File: src/rtl/if_fetch_stage_if.sv
// Instruction-memory request/response bus between the fetch stage and imem.
`timescale 1ns/1ps

interface if_fetch_stage_if;
  logic        imem_req_valid;
  logic        imem_req_ready;
  logic [63:0] imem_req_addr;
  logic        imem_rsp_valid;
  logic [31:0] imem_rsp_data;

  modport master (
    output imem_req_valid, imem_req_addr,
    input  imem_req_ready, imem_rsp_valid, imem_rsp_data
  );

  modport slave (
    input  imem_req_valid, imem_req_addr,
    output imem_req_ready, imem_rsp_valid, imem_rsp_data
  );
endinterface

File: src/rtl/if_fetch_stage.sv
// Instruction-fetch stage: owns the PC, issues in-order imem requests and buffers returned instructions for decode.
// Optional macro IF_PERF_CNT_EN adds saturating fetch/drop performance counters.
`timescale 1ns/1ps

module if_fetch_stage #(
  parameter logic [63:0] RESET_PC = 64'h8000_0000,
  parameter int          FB_DEPTH = 2
) (
  input  logic                    clk,
  input  logic                    rst,
  if_fetch_stage_if.master        imem,
  output logic                    id_valid,
  output logic [63:0]             id_pc,
  output logic [31:0]             id_inst,
  input  logic                    id_stall,
  input  logic                    redirect_valid,
  input  logic [63:0]             redirect_pc
`ifdef IF_PERF_CNT_EN
  ,
  output logic [63:0]             perf_fetch_cnt,
  output logic [63:0]             perf_drop_cnt
`endif
);

  localparam int            PW      = (FB_DEPTH > 1) ? $clog2(FB_DEPTH) : 1;
  localparam int            CW      = PW + 1;
  localparam logic [CW-1:0] DEPTH_C = CW'(FB_DEPTH);
  localparam logic [31:0]   NOP     = 32'h0000_0013;

  logic [63:0]   pc;
  logic [CW-1:0] inflight;
  logic [CW-1:0] drop_cnt;
  logic [CW-1:0] buf_count;
  logic [PW-1:0] tag_wr_ptr;
  logic [PW-1:0] tag_rd_ptr;
  logic [PW-1:0] buf_wr_ptr;
  logic [PW-1:0] buf_rd_ptr;
  logic [63:0]   tag_mem  [FB_DEPTH];
  logic [63:0]   buf_pc   [FB_DEPTH];
  logic [31:0]   buf_inst [FB_DEPTH];

  logic          req_fire;
  logic          rsp_take;
  logic          buf_push;
  logic          buf_pop;
  logic [CW:0]   occupancy;
  logic          unused_redirect_lsbs;

  // Credit: in-flight plus buffered never exceeds the buffer size, so pushes cannot overflow.
  assign occupancy            = {1'b0, inflight} + {1'b0, buf_count};
  assign imem.imem_req_valid  = !rst && !redirect_valid && (occupancy < {1'b0, DEPTH_C});
  assign imem.imem_req_addr   = pc;
  assign req_fire             = imem.imem_req_valid && imem.imem_req_ready;
  assign rsp_take             = imem.imem_rsp_valid && (inflight != '0);
  assign buf_push             = rsp_take && (drop_cnt == '0) && !redirect_valid;
  assign id_valid             = (buf_count != '0);
  assign buf_pop              = id_valid && !id_stall && !redirect_valid;
  assign id_pc                = id_valid ? buf_pc[buf_rd_ptr] : '0;
  assign id_inst              = id_valid ? buf_inst[buf_rd_ptr] : NOP;
  assign unused_redirect_lsbs = ^redirect_pc[1:0];

  always_ff @(posedge clk) begin
    if (rst) begin
      pc         <= {RESET_PC[63:2], 2'b00};
      inflight   <= '0;
      drop_cnt   <= '0;
      tag_wr_ptr <= '0;
      tag_rd_ptr <= '0;
    end else begin
      if (redirect_valid) begin
        pc <= {redirect_pc[63:2], 2'b00};
      end else if (req_fire) begin
        pc <= pc + 64'd4;
      end
      inflight <= inflight + CW'(req_fire) - CW'(rsp_take);
      // Everything still outstanding after this cycle belongs to the wrong path.
      if (redirect_valid) begin
        drop_cnt <= inflight - CW'(rsp_take);
      end else if (rsp_take && (drop_cnt != '0)) begin
        drop_cnt <= drop_cnt - 1'b1;
      end
      if (req_fire) begin
        tag_wr_ptr <= tag_wr_ptr + 1'b1;
      end
      if (rsp_take) begin
        tag_rd_ptr <= tag_rd_ptr + 1'b1;
      end
    end
  end

  always_ff @(posedge clk) begin
    if (rst) begin
      buf_wr_ptr <= '0;
      buf_rd_ptr <= '0;
      buf_count  <= '0;
    end else if (redirect_valid) begin
      buf_wr_ptr <= '0;
      buf_rd_ptr <= '0;
      buf_count  <= '0;
    end else begin
      if (buf_push) begin
        buf_wr_ptr <= buf_wr_ptr + 1'b1;
      end
      if (buf_pop) begin
        buf_rd_ptr <= buf_rd_ptr + 1'b1;
      end
      buf_count <= buf_count + CW'(buf_push) - CW'(buf_pop);
    end
  end

  always_ff @(posedge clk) begin
    if (req_fire) begin
      tag_mem[tag_wr_ptr] <= pc;
    end
    if (buf_push) begin
      buf_pc[buf_wr_ptr]   <= tag_mem[tag_rd_ptr];
      buf_inst[buf_wr_ptr] <= imem.imem_rsp_data;
    end
  end

`ifdef IF_PERF_CNT_EN
  logic        rsp_drop;
  logic [CW:0] drop_inc;

  // A response arriving in a redirect cycle is discarded too, alongside every flushed buffer entry.
  assign rsp_drop = rsp_take && ((drop_cnt != '0) || redirect_valid);
  assign drop_inc = (CW+1)'(rsp_drop) + (redirect_valid ? {1'b0, buf_count} : '0);

  function automatic logic [63:0] sat_add(input logic [63:0] a, input logic [CW:0] b);
    logic [64:0] s;
    s = {1'b0, a} + 65'(b);
    return s[64] ? '1 : s[63:0];
  endfunction

  always_ff @(posedge clk) begin
    if (rst) begin
      perf_fetch_cnt <= '0;
      perf_drop_cnt  <= '0;
    end else begin
      perf_fetch_cnt <= sat_add(perf_fetch_cnt, (CW+1)'(req_fire));
      perf_drop_cnt  <= sat_add(perf_drop_cnt, drop_inc);
    end
  end
`endif

endmodule
File: src/flat_wrapper.sv
// flat-port wrapper written by rule: the top's interface ports become plain ports
module if_fetch_stage_flat 
#(
  parameter logic [63:0] RESET_PC = 64'h8000_0000,
  parameter int          FB_DEPTH = 2
)
  (clk, rst, id_valid, id_pc, id_inst, id_stall, redirect_valid, redirect_pc, imem_imem_req_valid, imem_imem_req_addr, imem_imem_req_ready, imem_imem_rsp_valid, imem_imem_rsp_data);
  if_fetch_stage_if imem_i ();
  input  logic clk;
  input  logic rst;
  output logic id_valid;
  output logic [63:0] id_pc;
  output logic [31:0] id_inst;
  input  logic id_stall;
  input  logic redirect_valid;
  input  logic [63:0] redirect_pc;
  output wire logic [$bits(imem_i.imem_req_valid)-1:0] imem_imem_req_valid;
  output wire logic [$bits(imem_i.imem_req_addr)-1:0] imem_imem_req_addr;
  input wire logic [$bits(imem_i.imem_req_ready)-1:0] imem_imem_req_ready;
  input wire logic [$bits(imem_i.imem_rsp_valid)-1:0] imem_imem_rsp_valid;
  input wire logic [$bits(imem_i.imem_rsp_data)-1:0] imem_imem_rsp_data;
  assign imem_imem_req_valid = imem_i.imem_req_valid;
  assign imem_imem_req_addr = imem_i.imem_req_addr;
  assign imem_i.imem_req_ready = imem_imem_req_ready;
  assign imem_i.imem_rsp_valid = imem_imem_rsp_valid;
  assign imem_i.imem_rsp_data = imem_imem_rsp_data;
  if_fetch_stage #(.RESET_PC(RESET_PC), .FB_DEPTH(FB_DEPTH)) u_core (.clk(clk), .rst(rst), .imem(imem_i), .id_valid(id_valid), .id_pc(id_pc), .id_inst(id_inst), .id_stall(id_stall), .redirect_valid(redirect_valid), .redirect_pc(redirect_pc));
endmodule
File: config.mk
export PLATFORM = sky130hd
export DESIGN_NAME = if_fetch_stage_flat
export DESIGN_NICKNAME = d
export VERILOG_FILES = /design/src/rtl/if_fetch_stage_if.sv /design/src/rtl/if_fetch_stage.sv /design/src/flat_wrapper.sv
export SDC_FILE = /design/constraint.sdc
export NUM_CORES = 1
export LEC_CHECK = 0
export BUFFER_PORTS_ARGS = -buffer_cell sky130_fd_sc_hd__buf_2
export CAP_MARGIN = 40
export CELL_PAD_IN_SITES_DETAIL_PLACEMENT = 2
export CELL_PAD_IN_SITES_GLOBAL_PLACEMENT = 2
export CORE_MARGIN = 1
export CORE_UTILIZATION = 42
export CTS_CLUSTER_SIZE = 8
export DETAILED_ROUTE_END_ITERATION = 10
export PLACE_DENSITY_LB_ADDON = 0.12
export SLEW_MARGIN = 25
export SYNTH_ARGS = -nofsm -noshare
export SYNTH_HDL_FRONTEND = slang
export SYNTH_SLANG_ARGS = --single-unit
File: constraint.sdc
create_clock -name clk -period 14.4 [get_ports clk]
set_input_delay 1.44 -clock clk [delete_from_list [all_inputs] [get_ports clk]]
set_output_delay 1.44 -clock clk [all_outputs]
set_load 0.05 [all_outputs]
==> reports/results.txt <==
Run status: completed
CTS sink cnt: 386
Clock Path Buffers: 3
Hold WC Path Type: reg2reg
Residual DRC count: 0
Largest stage delay, worst path: 0.51 ns
Clock transition at path regs: 0.05 ns
Area growth, synth to finish: 22.49%
Most used cell, CP: buf_16
Maxcap violations: 0
Cell Area, Synth: 15800 um^2
WP depth: 6
Ys async rst share: 0
Vias in the first global route: 11340
DR vias: 10370
DRT Pass-1 Iters: 4
Slew @ Worst Pin: 0.7302 ns
RSZ-0062 raised after global routing: no
Hold WS: 0.4889 ns
Final net count: 1505
Pwr Density: 149.5 nW/um^2
Cell with the most instances after synthesis: edfxtp_1
Dpl hpwl: 30440 um
I/O pin total: 264
EDFF count, synth: 312
Critical path endpoint category: output port
Synth cell types: 58
FF-to-FF Start: u_core.buf_count[0]$_SDFF_PP0_
Share of layout cells above drive strength 1: 0.3008
Post-cts sizing count: 0
Worst-Skew Late Latency: 0.59 ns
Post-CTS setup buffers: 0
Skew final: 0.01836 ns
Peak supply drop: 0.0001331 V
Crit share post-route: 0.2991
Yosys reg bits: 386
Vias/cell: 5.418
Initial antenna violation count: 5
Tot Pwr: 2.893 mW
CP max stage cell: dfxtp_4
Data arrival, critical path: 2.87 ns
Top cells by count, synth: edfxtp_1 (312), nor2_1 (170), mux2i_1 (98)
CP Max Fanout: 38
First-pass GRT wire length: 68760 um
Buffers plus inverters on the worst setup path: 4
Required time worst endpoint: 12.96 ns
Critical-path cell list: buf_16, buf_4, buf_16, mux2i_1, nor2_1, buf_2
# rows: 70
Worst setup SP type: register
# H-tree levels: 2
Reg2Reg Setup Slack: 10.94 ns
Top-area cell type share of the netlist area: 0.5930
# setup viols final: 0
Top FF cell, synth: edfxtp_1
Non-Filler Instances: 1914
Effective utilization at floorplan: 0.4295
Crit path time final: 4.307 ns
Die span in x: 196.0 um
Cell count after synthesis: 1123
FMAX: 0.2322 GHz
Drt wl/cell: 24.10 um
Seq/Total Area, Yosys: 0.6868
GRT Total Usage: 0.2405
Number of nets with antenna violations after routing: 0
LEAKAGE: 6.938 nW
Routability congestion estimate: 0.7691
CTS Buf Count: 54
Placed Cells: 1806
TritonCTS clock tree: built
Cell family with most CP delay: buffers and inverters
Reg2reg path depth: 9
Fill cell count: 3507
Hold_buf cts: 0
Final Hold Vio Count: 0
Worst R2R End: u_core.imem.imem_req_addr[58]$_SDFFE_PP0P_
Root Driver: clkbuf_16
Initial DRC count: 459
WL final: 46120 um
Gr ovfl total: 0
CP Capture Point: id_pc[7]
Rel. slew slack: 0.5132
Final setup TNS: 0 ns
Critical path class: reg2out
Yosys warns: 0
I/O Buffers: 257
Core Footprint: 36790 um^2
Die area: 38400 um^2
Synth area leader: edfxtp_1
Largest net degree at the start of global routing: 72
Ranking of synthesized cells by area: edfxtp_1 (59%), dfxtp_1 (9.4%), mux2i_1 (6.2%)
Synthesized area per cell: 14.07 um^2
Die height: 196.0 um
Max-slew violations: 0
through the flow:
stage	setup WS, ns	cell area [um^2]	utilization
after detailed placement	10.05	17680	0.4806
after global placement	9.965	17470	0.4749
final	10.09	19350	0.5261
after global routing	10.04	19350	0.5260
after floorplan	7.509	15810	-
after CTS	10.04	19300	0.5246
power by group:
| group | internal (mW) | switching [mW] | total [mW] |
|---|---|---|---|
| combinational | 0.120 | 0.228 | 0.348 |
| sequential | 1.29 | 0.0548 | 1.35 |
| clock | 0.727 | 0.472 | 1.20 |
| total | 2.14 | 0.754 | 2.89 |
flip-flops by register name, indices dropped and copies added, names as in the netlist, named ones only:
name and flops:
u_core.drop_cnt 2, u_core.buf_count 2, u_core.buf_inst 64, u_core.buf_pc 124, u_core.inflight 2, u_core.buf_rd_ptr 1
u_core.tag_wr_ptr 1, u_core.tag_rd_ptr 1, u_core.buf_wr_ptr 1, u_core.imem.imem_req_addr 62, u_core.tag_mem 124
worst min-delay path, cell delays in order (launching register included):
cell	delay (ns)
dfxtp_1	0.32
xor2_1	0.08
nor2_1	0.07
logic make-up after synthesis:
| kind of cell | count (synthesis) | synth area share |
|---|---|---|
| compound gates | 78 | 0.03247 |
| xor+xnor | 56 | 0.03104 |
| fa+ha+maj | 6 | 0.005227 |
| buf+inv | 77 | 0.02376 |
| flops | 386 | 0.6868 |
| mux | 165 | 0.1098 |
| other cells | 1 | 0.0002374 |
| simple gates | 354 | 0.1106 |
final cells by class:
| cell class | count | area, um^2 | area share |
|---|---|---|---|
| repair buffers | 279 | 1622 | 0.08379 |
| clock buffers | 100 | 1567 | 0.08095 |
| clock inverters | 2 | 50.05 | 0.002586 |
| well taps | 468 | 585.6 | 0.03026 |
| diodes | 3 | 7.507 | 0.0003879 |
| multi-input cells | 663 | 4614 | 0.2384 |
| flip-flops and latches | 386 | 10860 | 0.5611 |
| inverters | 13 | 48.80 | 0.002521 |
metal layers:
metal / vias up / part of all wire / track usage
met4: 6 / 0.028 / 0.08709
met3: 87 / 0.045 / 0.04109
met5: - / 0.00080 / 0
met1: 5303 / 0.43 / 0.3067
li1: 4716 / - / -
met2: 258 / 0.50 / 0.4118
how the worst min path moves through the flow:
stage                                   startpoint        to  depth (start not counted)
floorplan           u_core.tag_rd_ptr$_SDFFE_PP0P_  register                          2
global placement    u_core.tag_rd_ptr$_SDFFE_PP0P_  register                          2
detailed placement  u_core.tag_rd_ptr$_SDFFE_PP0P_  register                          2
CTS                 u_core.tag_rd_ptr$_SDFFE_PP0P_  register                          2
global route        u_core.tag_rd_ptr$_SDFFE_PP0P_  register                          2
finish              u_core.tag_rd_ptr$_SDFFE_PP0P_  register                          2
cell usage in the layout, fill, tap and decap left out, types with 28 or more instances in the layout:
| cell | n |
|---|---|
| a211oi_1 | 28 |
| mux2_2 | 67 |
| clkbuf_16 | 56 |
| xnor2_1 | 31 |
| nand3_1 | 31 |
| mux2i_1 | 98 |
| clkbuf_1 | 44 |
| edfxtp_1 | 312 |
| a21oi_1 | 29 |
| buf_2 | 257 |
| nand4_1 | 32 |
| nor2_1 | 168 |
| nand2_1 | 40 |
| dfxtp_1 | 72 |
No activity file was read; power rests on OpenSTA's default activity.
